[src/rtl/mb_rx_flit_fifo.sv]
// Receive-side mainband flit FWFT FIFO between the lane demapper and the adapter consumer.
// Optional occupancy port o_level is enabled by defining MB_RX_FIFO_LEVEL_EN.
module mb_rx_flit_fifo #(
  parameter int DATA_W = 512,
  parameter int DEPTH  = 4,
  parameter int ADDR_W = 2
) (
  input  logic              i_clk,
  input  logic              i_rst_n,
  input  logic [DATA_W-1:0] i_data,
  input  logic              i_data_valid,
  input  logic [1:0]        i_functional_rx_lanes,
  input  logic              i_flush,
  output logic [DATA_W-1:0] o_flit,
  output logic              o_flit_valid,
  input  logic              i_flit_ready,
  output logic              o_full,
  output logic              o_empty,
  output logic              o_overflow
`ifdef MB_RX_FIFO_LEVEL_EN
  ,
  output logic [ADDR_W:0]   o_level
`endif
);

  logic [DATA_W-1:0] r_mem [DEPTH];
  logic [ADDR_W:0]   r_wr_ptr;
  logic [ADDR_W:0]   r_rd_ptr;
  logic              r_valid_q;
  logic              r_overflow;

  logic w_push_req;
  logic w_full;
  logic w_empty;
  logic w_pop;
  logic w_push;

  // 8-lane modes see valid held high across the demapper's accumulation, so only its rising edge counts.
  always_comb begin
    w_push_req = 1'b0;
    case (i_functional_rx_lanes)
      2'b11:        w_push_req = i_data_valid;
      2'b01, 2'b10: w_push_req = i_data_valid & ~r_valid_q;
      default:      w_push_req = 1'b0;
    endcase
  end

  assign w_full  = (r_wr_ptr[ADDR_W] != r_rd_ptr[ADDR_W]) &&
                   (r_wr_ptr[ADDR_W-1:0] == r_rd_ptr[ADDR_W-1:0]);
  assign w_empty = (r_wr_ptr == r_rd_ptr);
  assign w_pop   = ~w_empty & i_flit_ready;
  assign w_push  = w_push_req & (~w_full | w_pop);

  always_ff @(posedge i_clk) begin
    if (w_push && !i_flush) begin
      r_mem[r_wr_ptr[ADDR_W-1:0]] <= i_data;
    end
  end

  always_ff @(posedge i_clk or negedge i_rst_n) begin
    if (!i_rst_n) begin
      r_wr_ptr   <= '0;
      r_rd_ptr   <= '0;
      r_valid_q  <= 1'b0;
      r_overflow <= 1'b0;
    end else if (i_flush) begin
      r_wr_ptr   <= '0;
      r_rd_ptr   <= '0;
      r_valid_q  <= 1'b0;
      r_overflow <= 1'b0;
    end else begin
      if (w_push) begin
        r_wr_ptr <= r_wr_ptr + 1'b1;
      end
      if (w_pop) begin
        r_rd_ptr <= r_rd_ptr + 1'b1;
      end
      if (w_push_req && !w_push) begin
        r_overflow <= 1'b1;
      end
      r_valid_q <= (i_functional_rx_lanes == 2'b00) ? 1'b0 : i_data_valid;
    end
  end

  assign o_flit       = r_mem[r_rd_ptr[ADDR_W-1:0]];
  assign o_flit_valid = ~w_empty;
  assign o_full       = w_full;
  assign o_empty      = w_empty;
  assign o_overflow   = r_overflow;

`ifdef MB_RX_FIFO_LEVEL_EN
  assign o_level = r_wr_ptr - r_rd_ptr;
`endif

endmodule

[config.mk]
export PLATFORM = sky130hd
export DESIGN_NAME = mb_rx_flit_fifo
export DESIGN_NICKNAME = d
export VERILOG_FILES = /design/src/rtl/mb_rx_flit_fifo.sv
export SDC_FILE = /design/constraint.sdc
export NUM_CORES = 1
export LEC_CHECK = 0
export ABC_AREA = 0
export ABC_CLOCK_PERIOD_IN_PS = 49400
export BUFFER_PORTS_ARGS = -buffer_cell sky130_fd_sc_hd__buf_2
export CAP_MARGIN = 15
export CORE_AREA = 8 8 392 394
export DETAILED_ROUTE_END_ITERATION = 10
export DIE_AREA = 0 0 400 402
export GPL_TIMING_DRIVEN = 1
export PLACE_DENSITY = 0.71
export SLEW_MARGIN = 15
export SYNTH_ARGS = -nofsm -noshare
export SYNTH_HDL_FRONTEND = slang
export SYNTH_SLANG_ARGS = --single-unit
[constraint.sdc]
create_clock -name i_clk -period 49.4 [get_ports i_clk]
set_input_delay 9.88 -clock i_clk [delete_from_list [all_inputs] [get_ports i_clk]]
set_output_delay 9.88 -clock i_clk [all_outputs]
set_load 0.05 [all_outputs]
==> impl_metrics.csv <==
group,metric,value,unit
global_route,grt_pass1_vias,35300,
sta,finalSetupViolations,0,
flow_run,drv_cap,0,
setup_path,slowest_delay,1060,ps
cells_and_area,final_common_cell,"edfxtp_1",
sta,final_max_slew_viol_count,0,
power,peakVddDrop,0.0000374,V
die,chipHeight,402,um
detailed_routing,drt_iter0_drc,2804,
setup_path,critPathSlowestCell,"dfrtp_4",
sta,hold_viol,0,
clock_tree,cts_buffers,196,
global_route,gr-total-overflow,0,
setup_path,crit_type,"reg2out",
cells_and_area,fin_nets,4423,
placement,dp_slack,34020,ps
sta,layout_setup_ws,33270,ps
die,ioPinCount,1035,
global_route,grt_max_degree,148,
logic_synthesis,syn_inst,2733,
power,total_leakage_power,28.8,nW
placement,gp_congestion,0.856,
sta,timing.final.crit_share,0.327,
sta,slew_headroom,0.249,
sta,max_freq,0.0620,GHz
logic_synthesis,synth.top_cell.area_share,0.829,
logic_synthesis,synth_top_cell_by_area,"edfxtp_1",
setup_path,cp-start-kind,"flip-flop",
detailed_routing,wl,175000,um
clock_tree,cts_tree,"built",
logic_synthesis,syn-cell-area,0.0741,mm2
detailed_routing,vias,34500,
detailed_routing,drc,0,
setup_path,critPathRequiredTime,39520,ps
detailed_routing,drt_pass1_iterations,5,
global_route,grt_use_total,0.211,
clock_tree,cts_max_path_buffers,3,
cells_and_area,layout_common_cells,"edfxtp_1, buf_2, mux4_2",
die,start_util,0.504,
detailed_routing,final_antenna_net_count,0,
setup_path,cpLargestDelayFamily,"buffers and inverters",
hold_path,min_from,"o_overflow$_DFFE_PN0P_",
sta,worst_pin_slew,1130,ps
setup_path,cp.buffers_inverters,5,
logic_synthesis,synth.avg_cell_area,27.1,um2
logic_synthesis,synthTopCellsByArea,"edfxtp_1, mux4_2, buf_2",
sta,clock_skew,33.6,ps
status,status,"completed",
power,power,4.02,mW
logic_synthesis,syn-num-nets,3260,
placement,dpl-instance-area,0.0817,mm2
global_route,antenna_found_initial,112,
logic_synthesis,ys_warn_count,0,
clock_tree,holdBufCountCts,0,
cells_and_area,drive_above_1_share,0.460,
setup_path,timing.rr.start,"r_rd_ptr[1]$_DFFE_PN0P_",
sta,period_needed,16130,ps
global_route,grt_pass1_wl,248000,um
die,core.rowCount,141,
die,die-area,0.161,mm2
clock_tree,clkTransAtPathRegs,60,ps
clock_tree,clk-insertion-delay-late,790,ps
clock_tree,cts-root-buf,"clkbuf_16",
cells_and_area,final_area,0.0880,mm2
logic_synthesis,synth_cell_types,26,
logic_synthesis,synth-seq-area-share,0.832,
detailed_routing,viasPerCell,5.71,
setup_path,cp.arrival,6250,ps
setup_path,path_cells,"buf_4 -> buf_4 -> buf_4 -> buf_4 -> mux4_2 -> buf_2",
hold_path,hold_path_class,"reg2reg",
sta,rsz0062_at_grt,"false",
power,p_per_area,45.7,mW/mm2
clock_tree,post_cts_buffers,0,
cells_and_area,area_delta_synth_final,18.7,%
placement,io_buffer_count,1034,
setup_path,critPathLaunch,"r_rd_ptr[1]$_DFFE_PN0P_",
detailed_routing,wl_per_cell,28.9,um
clock_tree,cts_max_level,4,
logic_synthesis,ys_ff_latch,2056,
setup_path,cp-end-kind,"output pin",
setup_path,critPathMostFrequentCell,"buf_4",
placement,dpl.hpwl,116000,um
clock_tree,cts_resized,0,
setup_path,cp_max_fo,66,
die,die_w,400,um
sta,finalSetupTns,0,ps
clock_tree,cts.sinks,2056,
die,core-area,0.147,mm2
==> layout make-up <==
type,count,area (um2)
tap,1930,2410
sequential,2056,61700
timing repair buffer,1080,5610
fill,10200,59100
clock buffer,256,5280
clock inverter,110,915
multi-input combinational,556,11900
inverter,6,22.5
antenna,61,153
==> sequential cells by signal, summed over array words and instances, names as in the netlist <==
signal      flops
r_valid_q       1
r_wr_ptr        3
r_mem        2048
o_overflow      1
r_rd_ptr        3
==> cells in the mapped netlist <==
cell type and count:
mux4_2 512, o211a_1 1, nor2_1 7, o311ai_0 1, edfxtp_1 2048, a21oi_1 1
dfrtp_1 8, buf_2 63, buf_4 1, nor3b_1 5, inv_1 6, mux2i_1 2
buf_1 20, mux2_4 1, and3b_1 1, nor4_4 1, nand2b_1 3, mux2_2 1
xnor2_1 1, xor2_1 5, nor3_1 1, nor2b_1 3, ha_1 8, clkbuf_1 31
or3_1 1, o31ai_1 1
==> stage by stage <==
stage	instances	utilization	hold slack (ps)
final	6055	0.598	494
after global routing	6030	0.598	559
after CTS	5994	0.597	505
after detailed placement	5628	0.555	492
after global placement	5628	0.555	490
after floorplan	2733	-	561
==> per-layer routing <==
metal | vias up | track usage | part of all wire
li1 | 14400 | - | -
met1 | 18200 | 0.256 | 0.36
met2 | 1524 | 0.350 | 0.51
met3 | 402 | 0.0685 | 0.090
met4 | 34 | 0.0904 | 0.042
met5 | - | 0 | 0.0012
==> power breakdown <==
group          internal [mW]  switching [mW]  leakage, nW
Combinational          0.190           0.449         7.17
Clock                  0.807           0.619         3.02
Sequential              1.95          0.0113         18.6
Total                   2.94            1.08         28.8
==> cell families (layout without fill, tap and decap cells) <==
kind of cell    Yosys count  count (layout)  share of synthesized area
compound gates            4               4                   0.000422
xor+xnor                  6               6                   0.000709
fa+ha+maj                 8               8                    0.00135
buf+inv                 121            1452                    0.00724
flops                  2056            2056                      0.832
mux                     516             516                      0.156
other cells               0              61                          0
simple gates             22              22                    0.00192
==> worst register-to-register path, cell delays in order, from the launching register on <==
cell	delay (ps)
dfrtp_4	1060
xor2_1	490
nor4_4	70
nand2b_1	250
nor3b_2	230
buf_4	590
buf_4	800
buf_4	760
buf_4	750
buf_4	760
==> worst paths after layout <==
| check | cells past startpoint | endpoint | slack, ps |
|---|---|---|---|
| max reg2reg | 9 | r_mem[1][364]$_DFFE_PP_ | 43160 |
| max in group asynchronous | 1 | r_rd_ptr[0]$_DFFE_PN0P_ | 40200 |
| min reg2reg | 2 | o_overflow$_DFFE_PN0P_ | 490 |
| min in group asynchronous | 1 | r_valid_q$_DFF_PN0_ | 8950 |
| min | 2 | o_overflow$_DFFE_PN0P_ | 490 |
| max | 6 | o_flit[359] | 33270 |
(Power assumes the default switching activity.)
